--- config.mk ---
export PLATFORM = sky130hd
export DESIGN_NAME = dds_ftw_write_sequencer
export DESIGN_NICKNAME = d
export VERILOG_FILES = /design/src/rtl/dds_ftw_write_sequencer_pkg.sv /design/src/rtl/dds_ftw_write_sequencer_ftw_fifo.sv /design/src/rtl/dds_ftw_write_sequencer.sv
export SDC_FILE = /design/constraint.sdc
export NUM_CORES = 1
export LEC_CHECK = 0
export ABC_AREA = 1
export CORE_ASPECT_RATIO = 2
export CORE_MARGIN = 2
export CORE_UTILIZATION = 60
export CTS_CLUSTER_DIAMETER = 50
export DETAILED_ROUTE_END_ITERATION = 10
export GPL_TIMING_DRIVEN = 0
export PLACE_DENSITY = 0.81
export SETUP_SLACK_MARGIN = 0.1
export SLEW_MARGIN = 20
export SYNTH_ARGS = -nofsm -noshare
export SYNTH_HDL_FRONTEND = slang
export SYNTH_SLANG_ARGS = --single-unit
--- constraint.sdc ---
create_clock -name fifty_MHz_int -period 4.51 [get_ports fifty_MHz_int]
set_clock_uncertainty 0.05 [all_clocks]
set_input_delay 0.902 -clock fifty_MHz_int [delete_from_list [all_inputs] [get_ports fifty_MHz_int]]
set_output_delay 0.902 -clock fifty_MHz_int [all_outputs]
set_load 0.01 [all_outputs]
--- src/rtl/dds_ftw_write_sequencer_pkg.sv ---
// dds_seq_pkg: shared widths, default instruction and FSM state type
// for the DDS FTW write sequencer.
package dds_seq_pkg;

   localparam int FTW_W   = 32;
   localparam int INSTR_W = 8;
   localparam int SHIFT_W = INSTR_W + FTW_W;

   localparam logic [INSTR_W-1:0] DEF_INSTR_BYTE = 8'h04;

   typedef enum logic [2:0] {
      IDLE,
      CS_SETUP,
      SHIFT,
      CS_HOLD,
      IOUP
   } seq_state_t;

endpackage

--- src/rtl/dds_ftw_write_sequencer_ftw_fifo.sv ---
// ftw_fifo: synchronous FIFO for DDS register words; a push while full
// is accepted only when a pop happens in the same cycle.
module ftw_fifo #(
   parameter int W  = 32,
   parameter int AW = 3
) (
   input  logic          clk,
   input  logic          rst,
   input  logic          push,
   input  logic          pop,
   input  logic [W-1:0]  din,
   output logic [W-1:0]  dout,
   output logic [AW:0]   count,
   output logic          full,
   output logic          empty
);

   localparam int DEPTH = 2**AW;

   logic [W-1:0]  mem [DEPTH];
   logic [AW-1:0] wr_ptr;
   logic [AW-1:0] rd_ptr;
   logic          do_push;
   logic          do_pop;

   assign full    = (count == (AW+1)'(DEPTH));
   assign empty   = (count == '0);
   assign do_pop  = pop && !empty;
   assign do_push = push && (!full || do_pop);
   assign dout    = mem[rd_ptr];

   always_ff @(posedge clk or posedge rst) begin
      if (rst) begin
         wr_ptr <= '0;
         rd_ptr <= '0;
         count  <= '0;
      end else begin
         if (do_push) wr_ptr <= wr_ptr + 1'b1;
         if (do_pop)  rd_ptr <= rd_ptr + 1'b1;
         case ({do_push, do_pop})
            2'b10:   count <= count + 1'b1;
            2'b01:   count <= count - 1'b1;
            default: count <= count;
         endcase
      end
   end

   always_ff @(posedge clk) begin
      if (do_push) mem[wr_ptr] <= din;
   end

endmodule

--- src/rtl/dds_ftw_write_sequencer.sv ---
// dds_ftw_write_sequencer: one buffered FTW is shifted to the DDS per trigger.
// DDS_SEQ_MISS_CNT_EN adds a saturating miss_count output.
module dds_ftw_write_sequencer
   import dds_seq_pkg::*;
#(
   parameter int                  CLK_DIV     = 2,
   parameter int                  FIFO_AW     = 3,
   parameter logic [INSTR_W-1:0]  INSTR_BYTE  = DEF_INSTR_BYTE,
   parameter int                  IOUP_CYCLES = 4
) (
   input  logic               fifty_MHz_int,
   input  logic               reset,
   input  logic [FTW_W-1:0]   ftw_in,
   input  logic               ftw_valid,
   input  logic               trigger_in,
   output logic               dds_sclk,
   output logic               dds_sdio,
   output logic               dds_cs_n,
   output logic               dds_io_update,
   output logic               busy,
   output logic [FIFO_AW:0]   fifo_count,
   output logic               overflow,
`ifdef DDS_SEQ_MISS_CNT_EN
   output logic [15:0]        miss_count,
`endif
   output logic               trig_miss
);

   localparam int CW = 16;
   localparam logic [CW-1:0] DIV_END  = CW'(CLK_DIV - 1);
   localparam logic [CW-1:0] IOUP_END = CW'(IOUP_CYCLES - 1);

   seq_state_t         state, state_n;
   logic [CW-1:0]      cnt, cnt_n;
   logic [5:0]         bit_cnt, bit_cnt_n;
   logic [SHIFT_W-1:0] shreg, shreg_n;
   logic               sclk_n, cs_n_n, ioup_n, miss_n;
   logic               trig_s1, trig_s2, trig_s3, trig_edge;
   logic               pop;
   logic [FTW_W-1:0]   head;
   logic               fifo_full, fifo_empty;

   ftw_fifo #(
      .W  (FTW_W),
      .AW (FIFO_AW)
   ) u_fifo (
      .clk   (fifty_MHz_int),
      .rst   (reset),
      .push  (ftw_valid),
      .pop   (pop),
      .din   (ftw_in),
      .dout  (head),
      .count (fifo_count),
      .full  (fifo_full),
      .empty (fifo_empty)
   );

   assign busy     = (state != IDLE);
   assign dds_sdio = shreg[SHIFT_W-1];

   // Two-flop synchronizer, then a registered rising-edge pulse.
   always_ff @(posedge fifty_MHz_int or posedge reset) begin
      if (reset) begin
         trig_s1   <= 1'b0;
         trig_s2   <= 1'b0;
         trig_s3   <= 1'b0;
         trig_edge <= 1'b0;
      end else begin
         trig_s1   <= trigger_in;
         trig_s2   <= trig_s1;
         trig_s3   <= trig_s2;
         trig_edge <= trig_s2 & ~trig_s3;
      end
   end

   always_ff @(posedge fifty_MHz_int or posedge reset) begin
      if (reset) begin
         state         <= IDLE;
         cnt           <= '0;
         bit_cnt       <= '0;
         shreg         <= '0;
         dds_sclk      <= 1'b0;
         dds_cs_n      <= 1'b1;
         dds_io_update <= 1'b0;
         trig_miss     <= 1'b0;
         overflow      <= 1'b0;
      end else begin
         state         <= state_n;
         cnt           <= cnt_n;
         bit_cnt       <= bit_cnt_n;
         shreg         <= shreg_n;
         dds_sclk      <= sclk_n;
         dds_cs_n      <= cs_n_n;
         dds_io_update <= ioup_n;
         trig_miss     <= miss_n;
         overflow      <= ftw_valid && fifo_full && !pop;
      end
   end

   always_comb begin
      state_n   = state;
      cnt_n     = cnt;
      bit_cnt_n = bit_cnt;
      shreg_n   = shreg;
      sclk_n    = dds_sclk;
      cs_n_n    = dds_cs_n;
      ioup_n    = dds_io_update;
      miss_n    = 1'b0;
      pop       = 1'b0;
      unique case (state)
         IDLE: begin
            if (trig_edge) begin
               if (fifo_empty) begin
                  miss_n = 1'b1;
               end else begin
                  pop       = 1'b1;
                  shreg_n   = {INSTR_BYTE, head};
                  cs_n_n    = 1'b0;
                  cnt_n     = '0;
                  bit_cnt_n = '0;
                  state_n   = CS_SETUP;
               end
            end
         end
         CS_SETUP: begin
            if (cnt == DIV_END) begin
               cnt_n   = '0;
               state_n = SHIFT;
            end else begin
               cnt_n = cnt + 1'b1;
            end
         end
         SHIFT: begin
            if (cnt == DIV_END) begin
               cnt_n = '0;
               if (!dds_sclk) begin
                  sclk_n = 1'b1;
               end else begin
                  sclk_n = 1'b0;
                  // Last falling edge ends the frame without shifting.
                  if (bit_cnt == 6'd39) begin
                     state_n = CS_HOLD;
                  end else begin
                     shreg_n   = {shreg[SHIFT_W-2:0], 1'b0};
                     bit_cnt_n = bit_cnt + 1'b1;
                  end
               end
            end else begin
               cnt_n = cnt + 1'b1;
            end
         end
         CS_HOLD: begin
            if (cnt == DIV_END) begin
               cnt_n   = '0;
               cs_n_n  = 1'b1;
               ioup_n  = 1'b1;
               shreg_n = '0;
               state_n = IOUP;
            end else begin
               cnt_n = cnt + 1'b1;
            end
         end
         IOUP: begin
            if (cnt == IOUP_END) begin
               cnt_n   = '0;
               ioup_n  = 1'b0;
               state_n = IDLE;
            end else begin
               cnt_n = cnt + 1'b1;
            end
         end
         default: state_n = IDLE;
      endcase
      if (trig_edge && state != IDLE) miss_n = 1'b1;
   end

`ifdef DDS_SEQ_MISS_CNT_EN
   always_ff @(posedge fifty_MHz_int or posedge reset) begin
      if (reset) begin
         miss_count <= '0;
      end else if (trig_miss && miss_count != 16'hFFFF) begin
         miss_count <= miss_count + 1'b1;
      end
   end
`endif

endmodule

# --- Yosys cells after proc, flatten, opt, wreduce, memory -nomap -nowiden ---
# Memories as Yosys holds them, arrays and structs flattened.
# Cells that the tools add are included.
op_classes:
  addsub: 6
  n_eq_ne: 19
  n_mux: 44
  n_bitwise: 2
  n_reduce_logical: 26
op_table:
  columns: ["op", "n"]
  rows:
  - ["40-bit 2-to-1 mux", 6]
  - ["40-bit one-hot mux with 3 select lines", 1]
  - ["16-bit 2-to-1 mux", 4]
  - ["16-bit one-hot mux with 3 select lines", 1]
  - ["6-bit 2-to-1 mux", 5]
  - ["3-bit 2-to-1 mux", 8]
  - ["2-bit != test (second input constant)", 9]
  - ["16-bit by 1-bit adder with 16-bit output (second input constant)", 1]
  - ["16-bit by 1-bit equality test with 1-bit output (second input constant)", 1]
  - ["16-bit by 2-bit equality test with 1-bit output (second input constant)", 1]
  - ["3-bit one-hot mux with 5 select lines", 1]
  - ["1-bit 2-to-1 mux", 14]
  - ["6-bit one-hot mux with 2 select lines", 1]
  - ["3-bit nonzero test", 3]
  - ["4-bit one-hot mux with 2 select lines", 1]
  - ["8-bit AND reduction", 1]
  - ["2-bit nonzero test", 4]
  - ["7-bit AND reduction", 1]
  - ["3-bit by 1-bit adder with 3-bit output (second input constant)", 2]
  - ["6-bit by 1-bit adder with 6-bit output (second input constant)", 1]
  - ["3-bit by 2-bit equality test with 1-bit output (second input constant)", 2]
  - ["6-bit equality test (second input constant)", 1]
  - ["3-bit AND reduction", 2]
  - ["6-bit AND reduction", 1]
  - ["18 further kinds", 25]
word_totals:
  reg_bits: 84
  mem_bits_rw: 256
  inputBits: 36
  output_inout_bits: 11
  wordCells: 114
  mem_count: 1
mem_list:
  columns: ["memory", "depth", "word_bits", "read_ports", "rd_clocked_by_memory_dff", "write_ports", "line", "text"]
  rows:
  - ["u_fifo.mem", 8, 32, 1, 0, 1, "dds_ftw_write_sequencer_ftw_fifo.sv:20", "logic [W-1:0] mem [DEPTH];"]

# --- Depth between registers and ports, before layout ---
# Gate-level depths: netlist (run 1).
logic_depth:
  depth_word: 9
  mapped_depth: 14
  depth_no_buf: 14

# --- Cells and area by module ---
# Synthesis (run 1) repeated with hierarchy kept, for this count alone.
hier_totals:
  cells_unflattened: 1290
  area_unflattened_um2: 14511.4
by_module_without_submodules:
  columns: ["mod", "instances", "cells_per_inst", "area_each_um2", "seq_area_each_um2"]
  rows:
  - ["ftw_fifo", 1, 793, 10575.1, 7937.6]
  - ["dds_ftw_write_sequencer", 1, 497, 3936.3, 1853.0]

# --- Worst setup path before layout (run 1) ---
# OpenSTA, ideal clock, no wires.
synth_timing:
  kind: "input -> register"
  startpoint: "in ftw_valid"
  endpoint: "mem u_fifo.mem[0][0] (enable)"
  setup_time_ns: 0.421
  arrival_time_ns: 2.794
  t_required_ns: 4.039
  path_slack_ns: 1.245
  cell_stages: 5
  n_path_buf: 0
  cell_sequence: "inv_1 nor2_4 inv_1 or2_4 nor2_1"
synth_via:
  elab_chain_len: 3
synth_rtl:
  columns: ["item", "line", "text"]
  rows:
  - ["start: declaration", "dds_ftw_write_sequencer.sv:14", "input logic ftw_valid,"]
  - ["1-bit logical AND", "dds_ftw_write_sequencer_ftw_fifo.sv:29", "assign do_push = push && (!full || do_pop);"]
  - ["1-bit 2-to-1 mux", "dds_ftw_write_sequencer_ftw_fifo.sv:49", "if (do_push) mem[wr_ptr] <= din;"]
  - ["1-bit 2-to-1 mux (implied by the code)", "dds_ftw_write_sequencer_ftw_fifo.sv:49", null]
  - ["end: declaration", "dds_ftw_write_sequencer_ftw_fifo.sv:20", null]
# No other way between the ends.

# --- Worst setup path in the final report (run 1) ---
layout_timing:
  startpoint: "reg state[0]"
  endpoint: "mem u_fifo.mem[0][5] (enable)"
layout_via:
  elab_chain_len: 7
layout_rtl:
  columns: ["item", "line", "text"]
  rows:
  - ["start: declaration", "dds_ftw_write_sequencer.sv:33", "seq_state_t state, state_n;"]
  - ["start signal: assignment", "dds_ftw_write_sequencer.sv:88", "state <= state_n;"]
  - ["3-bit zero test", "dds_ftw_write_sequencer.sv:110", "unique case (state)"]
  - ["1-bit 2-to-1 mux", "dds_ftw_write_sequencer.sv:110", null]
  - ["1-bit logical AND", "dds_ftw_write_sequencer_ftw_fifo.sv:28", "assign do_pop = pop && !empty;"]
  - ["1-bit logical OR", "dds_ftw_write_sequencer_ftw_fifo.sv:29", null]
  - ["1-bit logical AND", "dds_ftw_write_sequencer_ftw_fifo.sv:29", null]
  - ["1-bit 2-to-1 mux", "dds_ftw_write_sequencer_ftw_fifo.sv:49", null]
  - ["1-bit 2-to-1 mux (implied by the code)", "dds_ftw_write_sequencer_ftw_fifo.sv:49", null]
# No other way between the ends.

==> results of run 1 <==
==> metrics by stage <==
step	instances	TNS [ns]	setup slack (ns)
floorplan	1412	0	1.25
global placement	1745	-105.21	-0.585
detailed placement	1754	0	1.30
CTS	1806	0	1.64
global route	1806	0	1.54
finish	1806	0	1.64
==> final timing paths <==
check	startpoint	to	slack, ns	cells past startpoint
min in group asynchronous	reset	dds_io_update$_DFFE_PP0P_	0.64	2
worst min register to register	trig_s1$_DFF_PP0_	trig_s2$_DFF_PP0_	0.31	0
worst min-delay path	trig_s1$_DFF_PP0_	trig_s2$_DFF_PP0_	0.31	0
max in group asynchronous	reset	dds_cs_n$_DFFE_PP1P_	3.14	3
worst max register to register	state[0]$_DFFE_PP0P_	u_fifo.mem[0][5]$_DFFE_PP_	1.64	9
worst max-delay path	state[0]$_DFFE_PP0P_	u_fifo.mem[0][5]$_DFFE_PP_	1.64	9
==> power by group <==
group / total, mW / switching, mW / internal (mW) / leakage [nW]
sequential: 4.25 / 0.262 / 3.98 / 3.41
clock: 2.54 / 1.11 / 1.43 / 0.465
combinational: 4.33 / 3.04 / 1.29 / 2.85
total: 11.1 / 4.41 / 6.71 / 6.72
==> cell families (layout without fill, tap and decap cells) <==
group | count (synthesis) | count (layout) | synth area share [%]
simple gates | 893 | 893 | 26.0
flops | 340 | 340 | 67.7
buf+inv | 116 | 223 | 3.37
compound gates | 47 | 47 | 1.82
xor+xnor | 10 | 10 | 0.605
fa+ha+maj | 6 | 6 | 0.519
==> worst max-delay path: cells and delay by family, from the launching register on <==
kind,cells,cell delay (ns)
AND/OR/NAND/NOR,7,1.64
flip-flops,1,0.51
buffers and inverters,2,0.36
==> metal layers <==
layer,vias up,part of all wire [%],GRT usage [%]
met3,138,6.2,3.08
met1,5025,34,30.6
li1,4899,-,-
met5,-,0,0
met2,519,54,51.5
met4,0,5.0,15.4
==> cell usage in the layout, fill, tap and decap left out, types with 8 or more instances in the layout <==
cell,Yosys,layout
o21ai_0,25,25
nand3_1,218,218
buf_1,13,13
nor2_1,50,42
buf_2,16,16
nand2_1,585,585
dfrtp_1,83,83
edfxtp_1,256,256
nor2_4,3,11
clkinv_2,0,8
inv_1,43,42
xor2_1,10,10
nor2_2,11,11
clkbuf_1,30,35
clkbuf_16,0,29
clkdlybuf4s50_1,0,46
==> flip-flops by register name, summed over array words and instances (netlist names) <==
register,flops
cnt,16
trig_s2,1
state,3
trig_edge,1
shreg,40
trig_s3,1
dds_sclk,1
overflow,1
dds_io_update,1
u_fifo.mem,256
u_fifo.wr_ptr,3
u_fifo.rd_ptr,3
dds_cs_n,1
trig_s1,1
u_fifo.count,4
trig_miss,1
bit_cnt,6
==> cell type report <==
type | count | share of cell area [%]
Sequential cell | 340 | 59.3
Multi-Input combinational cell | 956 | 25.7
Clock buffer | 35 | 4.59
Timing Repair Buffer | 55 | 4.06
Tap cell | 287 | 2.17
Buffer | 64 | 1.76
Inverter | 52 | 1.21
Clock inverter | 17 | 1.20
==> flow_metrics.py, run 1 <==
metrics = {
    "final_layout": {
        "share_of_cells_above_drive_strength_1_pct": 7.97,
        "stdcell_area_mm2": 0.0165,
        "fillers": 1710,
        "finalNetCount": 1539,
        "area_delta_synth_final_pct": 14.2,
        "postLayoutCoreUtil_pct": 69.3,
        "multiInputGateArea_mm2": 0.00425,
        "antennaDiodeCount": 0,
        "area_occupied_by_registers_mm2": 0.00979,
    },
    "worst_setup_path": {
        "timing_worst_setup_path_type": "flip-flop to flip-flop",
        "worst_setup_path_end_kind": "flip-flop",
        "critPathSlowestCell": "nor2_4",
        "data_arrival_time_of_the_critical_path_ns": 3.08,
        "critPathMaxStageDelay_ns": 0.52,
        "crit_path_frequent_cell": "nor2_4",
        "path_max_fanout": 19,
        "critical_path_data_required_time_ns": 4.71,
        "cells_along_the_critical_path": "nor2_2, nand2_2, nor2_4, nor2_2, nor2_4, inv_1, or2_4, nor2_4, buf_16",
        "worst_setup_path_start_kind": "flip-flop",
    },
    "logic_synthesis": {
        "postSynthCellCount": 1412,
        "synth.cells.most_frequent": "nand2_1, edfxtp_1, nand3_1, dfrtp_1, nor2_1",
        "ys_seq_elements": 340,
        "synth_seq_area_share_pct": 67.7,
        "post_synth_instance_area_mm2": 0.0145,
        "yosys_warnings": 0,
        "synth_top_area_cell": "edfxtp_1",
        "yosys.area.top_type_share_pct": 53.1,
        "synth_top_flop_cell": "edfxtp_1",
        "async_reset_ff_share_pct": 24.7,
        "syn-mean-instance-area_um2": 10.2,
        "post_synth_num_cell_types": 36,
        "synth_edf_count": 256,
        "synthTopCellsByArea": "edfxtp_1, nand2_1, dfrtp_1",
        "synth_most_common_cell": "nand2_1",
        "nets_in_the_synthesized_netlist": 1454,
    },
    "global_route": {
        "globalRouteTotalUtil_pct": 27.8,
        "antenna_violations_before_repair": 0,
        "vias_in_the_first_global_route": 10845,
        "pin_count_of_the_biggest_net_entering_global_routing": 55,
        "grt.overflow.total": 0,
        "grt_first_pass_wirelength_um": 54700,
    },
    "flow_run": {
        "maxcap_viol_count": 0,
    },
    "placement": {
        "dp_hpwl_um": 22700,
        "dpl_cell_area_mm2": 0.0156,
        "globalplace.congestion": 0.859,
        "buffer_ports.inserted": 46,
    },
    "routing": {
        "drt_iter0_markers": 971,
        "wirelength_um": 34600,
        "drt-pass1-iter-count": 5,
        "route.vias.total": 10581,
        "detail-route-antenna-nets": 0,
        "avgViaCountPerCell": 5.86,
        "routed_wire_length_per_instance_um": 19.1,
        "drcViolationCount": 0,
    },
    "floorplan": {
        "core.rowCount": 80,
        "coreArea_mm2": 0.0238,
        "die_w_um": 114,
        "floorplan.io_pins": 47,
        "start_util_pct": 60.7,
        "dieArea_mm2": 0.0255,
        "die_y_um": 224,
    },
    "sta": {
        "fmaxAchievable_mhz": 348,
        "maxSlewHeadroom_pct": 51.6,
        "post-route-min-period_ns": 2.87,
        "setup_repair_after_global_routing_missed_its_margin": "false",
        "post-route-period-util_pct": 63.7,
        "pins_over_their_slew_limit": 0,
        "tightest_slew_ns": 0.726,
        "fin_worst_hold_slack_ns": 0.306,
        "report.final.setup_viol": 0,
        "final_hold_viol_count": 0,
    },
    "cts": {
        "cts.repair_timing.setup_buffer_count": 0,
        "cts.path.max_buffers": 3,
        "clk_root_buffer_cell": "clkbuf_16",
        "number_of_buffers_added_to_fix_hold_violations_after_cts": 0,
        "worst_setup_hold_path_clk_slew_ns": 0.07,
        "clock_h_tree_levels": 1,
        "later_pin_clock_latency_in_the_skew_report_ns": 0.57,
        "cts_resized": 0,
        "total_cts_buffers": 28,
        "cts_tree": "done",
        "cts.sinks": 340,
    },
    "outcome": {
        "run_status": "finished, final reports clean",
    },
    "power_and_ir_drop": {
        "static-leakage-power_nw": 6.72,
        "total_power_draw_mw": 11.1,
        "vdd.ir_drop.worst_v": 0.000460,
        "power_per_cell_area_mw_per_mm2": 673,
    },
    "worst_hold_path": {
        "timing.hold.worst.class": "flip-flop to flip-flop",
    },
}
No activity file was read; power rests on OpenSTA's default activity.
==> inputs of run 2 (changes only) <==
==> constraint.sdc (replaced) <==
create_clock -name fifty_MHz_int -period 2.8 [get_ports fifty_MHz_int]
set_clock_uncertainty 0.05 [all_clocks]
set_input_delay 0.56 -clock fifty_MHz_int [delete_from_list [all_inputs] [get_ports fifty_MHz_int]]
set_output_delay 0.56 -clock fifty_MHz_int [all_outputs]
set_load 0.01 [all_outputs]
==> flow_metrics.py, run 2 (same netlist as run 1, synthesis figures left out) <==
metrics = {
    "outcome": {
        "run_status": "finished, final reports clean",
    },
    "sta": {
        "finalWorstSetupSlack_ns": 0.236,
        "fmaxAchievable_mhz": 390,
        "maxSlewHeadroom_pct": 48.8,
        "tightest_slew_ns": 0.769,
        "post-route-period-util_pct": 91.6,
        "report.final.setup_viol": 0,
        "post-route-min-period_ns": 2.56,
        "final_hold_viol_count": 0,
        "pins_over_their_slew_limit": 0,
        "setup_repair_after_global_routing_missed_its_margin": "false",
    },
    "cts": {
        "cts.path.max_buffers": 3,
        "cts.sinks": 340,
        "worst_setup_hold_path_clk_slew_ns": 0.07,
        "total_cts_buffers": 28,
        "later_pin_clock_latency_in_the_skew_report_ns": 0.57,
        "cts_tree": "done",
        "clk_root_buffer_cell": "clkbuf_16",
        "clock_h_tree_levels": 1,
    },
    "final_layout": {
        "antennaDiodeCount": 0,
        "fillers": 1679,
        "area_delta_synth_final_pct": 15.2,
        "register_with_the_highest_flop_count": "u_fifo.mem",
        "most_common_library_cell_in_the_layout_ignoring_fill_and_taps": "nand2_1",
        "largest_reg_flops": 256,
        "top_regs": "u_fifo.mem: 256 flops, shreg: 40 flops, cnt: 16 flops",
        "multiInputGateArea_mm2": 0.00427,
        "finalNetCount": 1551,
        "postLayoutCoreUtil_pct": 70.0,
        "area_occupied_by_registers_mm2": 0.00979,
        "commonest_cells_after_routing_fill_and_taps_aside": "nand2_1, edfxtp_1, nand3_1",
        "share_of_cells_above_drive_strength_1_pct": 8.82,
    },
    "routing": {
        "drt_iter0_markers": 1050,
        "drt-pass1-iter-count": 5,
        "detail-route-antenna-nets": 0,
        "wirelength_um": 35300,
        "avgViaCountPerCell": 5.89,
        "routed_wire_length_per_instance_um": 19.4,
        "route.vias.total": 10707,
        "drcViolationCount": 0,
    },
    "floorplan": {
        "die_w_um": 114,
        "core.rowCount": 80,
        "start_util_pct": 60.7,
        "floorplan.io_pins": 47,
        "die_y_um": 224,
        "coreArea_mm2": 0.0238,
        "dieArea_mm2": 0.0255,
    },
    "global_route": {
        "grt_first_pass_wirelength_um": 54200,
        "antenna_violations_before_repair": 0,
        "grt.overflow.total": 0,
        "globalRouteTotalUtil_pct": 27.7,
        "pin_count_of_the_biggest_net_entering_global_routing": 35,
        "vias_in_the_first_global_route": 10706,
    },
    "worst_setup_path": {
        "worst_setup_path_end_kind": "flip-flop",
        "timing.critical_path.buf_inv": 2,
        "critPathSlowestCell": "dfrtp_2",
        "timing_worst_setup_path_type": "flip-flop to flip-flop",
        "cells_along_the_critical_path": "nor2_4, nand2_4, nor2_4, nor2_4, nor2_4, inv_2, or2_4, nor2_4, buf_12",
        "critical_path.top_delay_family": "simple AND/OR/NAND/NOR gates",
        "path_max_fanout": 22,
        "worst_setup_path_start_kind": "flip-flop",
        "critPathMaxStageDelay_ns": 0.50,
        "data_arrival_time_of_the_critical_path_ns": 2.77,
        "crit_path_frequent_cell": "nor2_4",
        "critical_path_data_required_time_ns": 3.00,
    },
    "placement": {
        "buffer_ports.inserted": 46,
        "place_ws_ns": -0.282,
        "globalplace.congestion": 0.878,
        "dp_hpwl_um": 22300,
    },
    "power_and_ir_drop": {
        "power_per_cell_area_mw_per_mm2": 1070,
        "internal_power_mw": 10.7,
        "clock_power_share_pct": 21.6,
        "static-leakage-power_nw": 6.78,
        "power.share.combinational_pct": 40.1,
        "vdd.ir_drop.worst_v": 0.000665,
        "power_switching_share_pct": 40.1,
        "sequentialPowerShare_pct": 38.3,
        "netSwitchingPower_mw": 7.18,
    },
    "worst_hold_path": {
        "timing.hold.worst.class": "flip-flop to flip-flop",
    },
    "flow_run": {
        "maxcap_viol_count": 0,
    },
}
[run 2: changes by cell type in the layout (fill, tap and decap cells not counted), sizes merged]
cell / before / now
clkbuf: 65 / 62
inv: 52 / 50
buf: 43 / 55
clkinv: 9 / 13
bufinv: 4 / 2
clkinvlp: 4 / 6
[run 2: what timing repair did]
action                     4_1_cts  5_1_grt
buffers inserted                 3        8
resized for setup                7        0
hold buffers                     0        0
setup endpoints to repair      177       70
pin swaps                        5        4
[run 2: stage by stage]
step	std cells	hold slack [ns]	instance area (um2)	TNS [ns]	total power, mW
after floorplan	1412	0.281	14500	-33.64	11.4
after global placement	1745	0.285	15300	-238.82	13.4
after detailed placement	1751	0.291	15500	-33.24	13.7
after CTS	1805	0.307	16500	-10.06	17.6
after global routing	1817	0.318	16700	0	18.9
final	1817	0.305	16700	0	17.9
[run 2: area by class of cell]
cell class	instances	area share, %
Sequential cell	340	58.7
Multi-Input combinational cell	956	25.6
Timing Repair Buffer	67	5.10
Clock buffer	32	4.48
Tap cell	287	2.15
Buffer	64	1.74
Inverter	52	1.21
Clock inverter	19	0.946
[run 2: path summary, 6_finish.rpt]
check	slack [ns]	start	cells past startpoint	endpoint
max in group asynchronous	1.76	reset	3	dds_cs_n$_DFFE_PP1P_
min reg2reg	0.30	trig_s1$_DFF_PP0_	0	trig_s2$_DFF_PP0_
min	0.30	trig_s1$_DFF_PP0_	0	trig_s2$_DFF_PP0_
max	0.24	state[0]$_DFFE_PP0P_	9	u_fifo.mem[2][19]$_DFFE_PP_
max reg2reg	0.24	state[0]$_DFFE_PP0P_	9	u_fifo.mem[2][19]$_DFFE_PP_
min in group asynchronous	0.35	reset	2	shreg[27]$_DFFE_PP0P_
[run 2: power by group through the flow]
stage	registers, mW	clock network (mW)	logic, mW
finish	6.85	3.87	7.17
global route	6.92	4.09	7.89
CTS	6.83	3.87	6.89
detailed placement	6.92	0	6.76
global placement	6.91	0	6.46
floorplan	6.85	0	4.57
[run 2: per-layer routing]
metal | track usage (%) | wire length, um | vias to the layer above
met5 | 0 | 0 | -
met2 | 50.9 | 19300 | 550
met3 | 3.22 | 2520 | 130
li1 | - | - | 4934
met4 | 16.4 | 1810 | 0
met1 | 30.2 | 11700 | 5093
